### config.mk
export PLATFORM = sky130hd
export DESIGN_NAME = logic16_ref
export DESIGN_NICKNAME = d
export VERILOG_FILES = /design/src/rtl/logic16_pkg.sv /design/src/rtl/logic16_ref.sv
export SDC_FILE = /design/constraint.sdc
export NUM_CORES = 1
export LEC_CHECK = 0
export ABC_AREA = 1
export CORE_MARGIN = 1
export CORE_UTILIZATION = 40
export DETAILED_ROUTE_END_ITERATION = 10
export PLACE_DENSITY = 0.75
export SYNTH_ARGS = -nofsm -noshare
export SYNTH_HDL_FRONTEND = slang
export SYNTH_SLANG_ARGS = --single-unit
export TNS_END_PERCENT = 10
### constraint.sdc
create_clock -name vclk -period 1.55
set_clock_uncertainty 0.05 [all_clocks]
set_input_delay 0.465 -clock vclk [all_inputs]
set_output_delay 0.465 -clock vclk [all_outputs]
set_load 0.02 [all_outputs]
### src/rtl/logic16_pkg.sv
// Shared encodings for the 16-bit logic checker: reference-op codes and FSM states.
// Latency: n/a (type and constant definitions only).
// Backpressure: n/a.
package logic16_pkg;

    typedef enum logic [1:0] {
        OP_AND  = 2'd0,
        OP_OR   = 2'd1,
        OP_XOR  = 2'd2,
        OP_NAND = 2'd3
    } op_t;

    typedef enum logic [1:0] {
        IDLE = 2'd0,
        RUN  = 2'd1,
        DONE = 2'd2
    } state_t;

    localparam int DATA_W = 16;

endpackage

### src/rtl/logic16_ref.sv
// Reference model of the device under check: res = f(op, a, b) over 16 bits.
// Latency: purely combinational, zero cycles.
// Backpressure: none, no state.
module logic16_ref
    import logic16_pkg::*;
(
    input  logic [1:0]        op,
    input  logic [DATA_W-1:0] a,
    input  logic [DATA_W-1:0] b,
    output logic [DATA_W-1:0] res
);

    // Select the reference boolean function for this vector.
    always_comb begin
        res = '0;
        case (op_t'(op))
            OP_AND:  res = a & b;
            OP_OR:   res = a | b;
            OP_XOR:  res = a ^ b;
            OP_NAND: res = ~(a & b);
            default: res = '0;
        endcase
    end

endmodule

Word-level counts from Yosys, hierarchy flattened
Cells that the tools add are included.

Register bits: 0. Memory bits (read-only): 0. RAM bits: 0. Latch bits: 0. Output and inout bits: 16. Bits of input ports: 34. Logic and storage cells: 9. Memories: 0.

Div/mod/pow operators: 0. Mux-type cells: 1. $add $sub $neg: 0. Bitwise gates (word level): 4. Eq/ne operators: 3. Order comparisons: 0. $mul: 0. Shift-type cells: 0. Reduce and logical (&&, ||, !) cells: 1.

Operators by type and width (count): $pmux 16 s4 (1); $and 16x16->16 (1); $not 16->16 (1); $or 16x16->16 (1); $xor 16x16->16 (1); $eq 2x2->1 const B (2); $eq 2x1->1 const B (1); $logic_not 2->1 (1).

Depth between registers and ports, before layout
Word-level depth: 3. Depth in mapped cells: 6. Mapped depth without buffers: 5.

Least setup slack after synthesis
Ideal clock, no wire load.

Path type: input-to-output. From: input port op[1]. To: output port res[0]. Stages: 4. Data arrival time: 1126 ps. Slack: -91 ps. Path through: buf_4 > buf_2 > nand3_1 > nand4_1.

Cells in the longest elaborated chain, start to end: 2. Elaborated cells between the ends (all ways): 5. Those cells by class: eq/ne (3); mux (1); reduce/logical (1).

RTL lines: start, declared (RTL line logic16_ref.sv:7) `input logic [1:0] op,`; $eq 2x2->1, or another cell as far along (RTL line logic16_ref.sv:16) `case (op_t'(op))`; $pmux 16 s4 (*) (RTL line logic16_ref.sv:16); end, declared (RTL line logic16_ref.sv:10) `output logic [DATA_W-1:0] res`.

Every way passes the cells marked *; elsewhere a longest branch is shown, timed or not.

Worst setup path in the final report
From: input port a[6]. To: output port res[6].

Cells in the longest elaborated chain, start to end: 3. Elaborated cells between the ends (all ways): 5. Those cells by class: mux (1); bitwise (4).

RTL lines: start, declared (RTL line logic16_ref.sv:8) `input logic [DATA_W-1:0] a,`; $and 16x16->16 (RTL line logic16_ref.sv:17, logic16_ref.sv:20); $not 16->16 (RTL line logic16_ref.sv:20) `OP_NAND: res = ~(a & b);`; $pmux 16 s4 (*) (RTL line logic16_ref.sv:16).

Marks and branches as above.

==> flow_summary.ini <==
[die]
die_w_um = 57.4
design.core.area_um2 = 2830
chipHeight_um = 57.4
initial_core_util = 0.434
num_io_pins = 50
placementRows = 19
dieArea_um2 = 3300

[critical_path]
crit_path_end_kind = primary output
worst_ep_arrival_time_ns = 1.27
cp.required_ns = 1.03
crit_type = input pin to primary output
critical_path.max_stage_delay_ns = 0.21
critPathSlowestCell = clkdlybuf4s15_2
crit_chain = clkdlybuf4s15_2, ha_2, inv_1, nand3_2, nand4_4, buf_6
cp-start-kind = input pin
critPathMaxFanout = 2

[sta]
grt_setup_unrepaired = true
fmax_ghz = 0.561
hold_violations = 0
fin_crit_sh = 1.15
setup_viol = 16
tightest_slew_ns = 0.262
fin_setup_tns_ns = -3.37
layout_setup_ws_ns = -0.231
min_period_ns = 1.78
slew_violations = 0
maxSlewHeadroom = 0.825

[logic_synthesis]
synth_common_cells = 64 x inv_1, 32 x ha_1, 32 x nand3_1
synthesis.area_um2 = 1230
synth_nets = 254
avgSynthCellArea_um2 = 6.54
ys_warn_count = 0
synthCells = 188
ys_types = 13
synth_top_cell_area_share = 0.326
seq_area_frac_synth = 0
synth.most_common_cell = inv_1
synthTopCellsByArea = ha_1 33%, inv_1 20%, nand3_1 13%
yosysTopAreaCell = ha_1

[placement]
port_buffers = 50
gp_congestion = 0.811
placed_cell_area_um2 = 1910
dp_hpwl_um = 2190
numPlacedInstances = 269

[cells_and_area]
seq_area_um2 = 0
multi_input_area_um2 = 1290
antenna-diode-count = 0
final_area_um2 = 2210
drive_gt1_frac = 0.606
layout.nets = 314
fill_cells = 187
stdcell_count = 277
seq_cell_count = 0
syn_to_final_growth_pct = 79.7
n_clock_buffer = 0

[grt]
antenna_found_initial = 0
grt_usage = 0.225
grt_pass1_wl_um = 5990
grt_max_degree = 13
gr-total-overflow = 0
grt_pass1_vias = 1386

[drt]
num_vias = 1328
drt_pass1_iterations = 7
drc = 4
vias_per_cell = 4.79
ant_nets = 0
routed_wl_um = 3560
wl_per_cell_um = 12.8
drt_iter0_drc = 30

[hold_path]
hold_path_class = input pin to primary output

[run_status]
outcome = complete, but fails checks
violations = DRC, setup timing

[power_and_ir_drop]
pwr_density_cell_nw_per_um2 = 299
vdd_drop_max_uv = 156
p_leak_nw = 1.08

[run]
drv_cap = 0
cell usage in the layout (no fill, tap or decap):
cell / count
nor2_8: 2
inv_2: 16
inv_8: 1
buf_8: 1
buf_12: 4
ha_1: 14
inv_1: 48
clkdlybuf4s15_2: 10
bufbuf_16: 1
buf_6: 16
nand3_1: 16
nand4_1: 6
nand2_2: 15
nor2_4: 1
buf_4: 12
nand2_1: 12
nand4_4: 10
clkdlybuf4s15_1: 1
ha_2: 7
buf_2: 19
nand2_4: 5
nand3_2: 16
ha_4: 11
clkbuf_2: 2
worst max-delay path: cells and delay by family:
| family | cells | cell delay, ns |
|---|---|---|
| AND/OR/NAND/NOR | 2 | 0.20 |
| adder cells (fa/ha/maj) | 1 | 0.20 |
| buffers and inverters | 3 | 0.40 |
power by group:
part / switching [mW] / internal, mW
Clock: 0 / 0
Combinational: 0.335 / 0.325
Sequential: 0 / 0
cell type report:
type | instances | area share
repair buffers | 66 | 0.283
multi-input cells | 115 | 0.585
inverters | 65 | 0.114
well taps | 31 | 0.0176
timing repair:
item / CTS / global route
hold endpoints to repair: 0 / 0
endpoints found under the setup margin: 16 / 16
buffers inserted: 7 / 0
resized for setup: 256 / 29
pin swaps: 46 / 9
cloned: 2 / 0
hold buffers: 0 / 0
kinds of logic after synthesis:
| group | after synthesis | share of synthesized area |
|---|---|---|
| buffers and inverters | 74 | 0.261 |
| AND/OR/NAND/NOR | 82 | 0.413 |
| adder cells (fa/ha/maj) | 32 | 0.326 |
layer usage:
layer  wire (um)  share of wire  GRT usage  vias to the layer above
met2        1770           0.50      0.424                       34
li1            -              -          -                      694
met5           0              0          0                        -
met1        1650           0.46      0.290                      600
met3         133          0.037     0.0113                        0
met4           0              0     0.0174                        0
final timing paths:
kind | from | end | slack (ns) | cells past startpoint
max | a[6] | res[6] | -0.23 | 6
min | b[12] | res[12] | 1.37 | 5
through the flow:
step                power (mW)  utilization  worst slack [ns]  hold WS, ns
floorplan                0.327            -           -0.0304         1.21
global placement         0.555        0.675             -1.15         2.19
detailed placement       0.562        0.675             -1.15         2.18
CTS                      0.641        0.777            -0.239         1.37
global route             0.716        0.781            -0.269         1.41
finish                   0.660        0.781            -0.231         1.37
(Power assumes the default switching activity.)
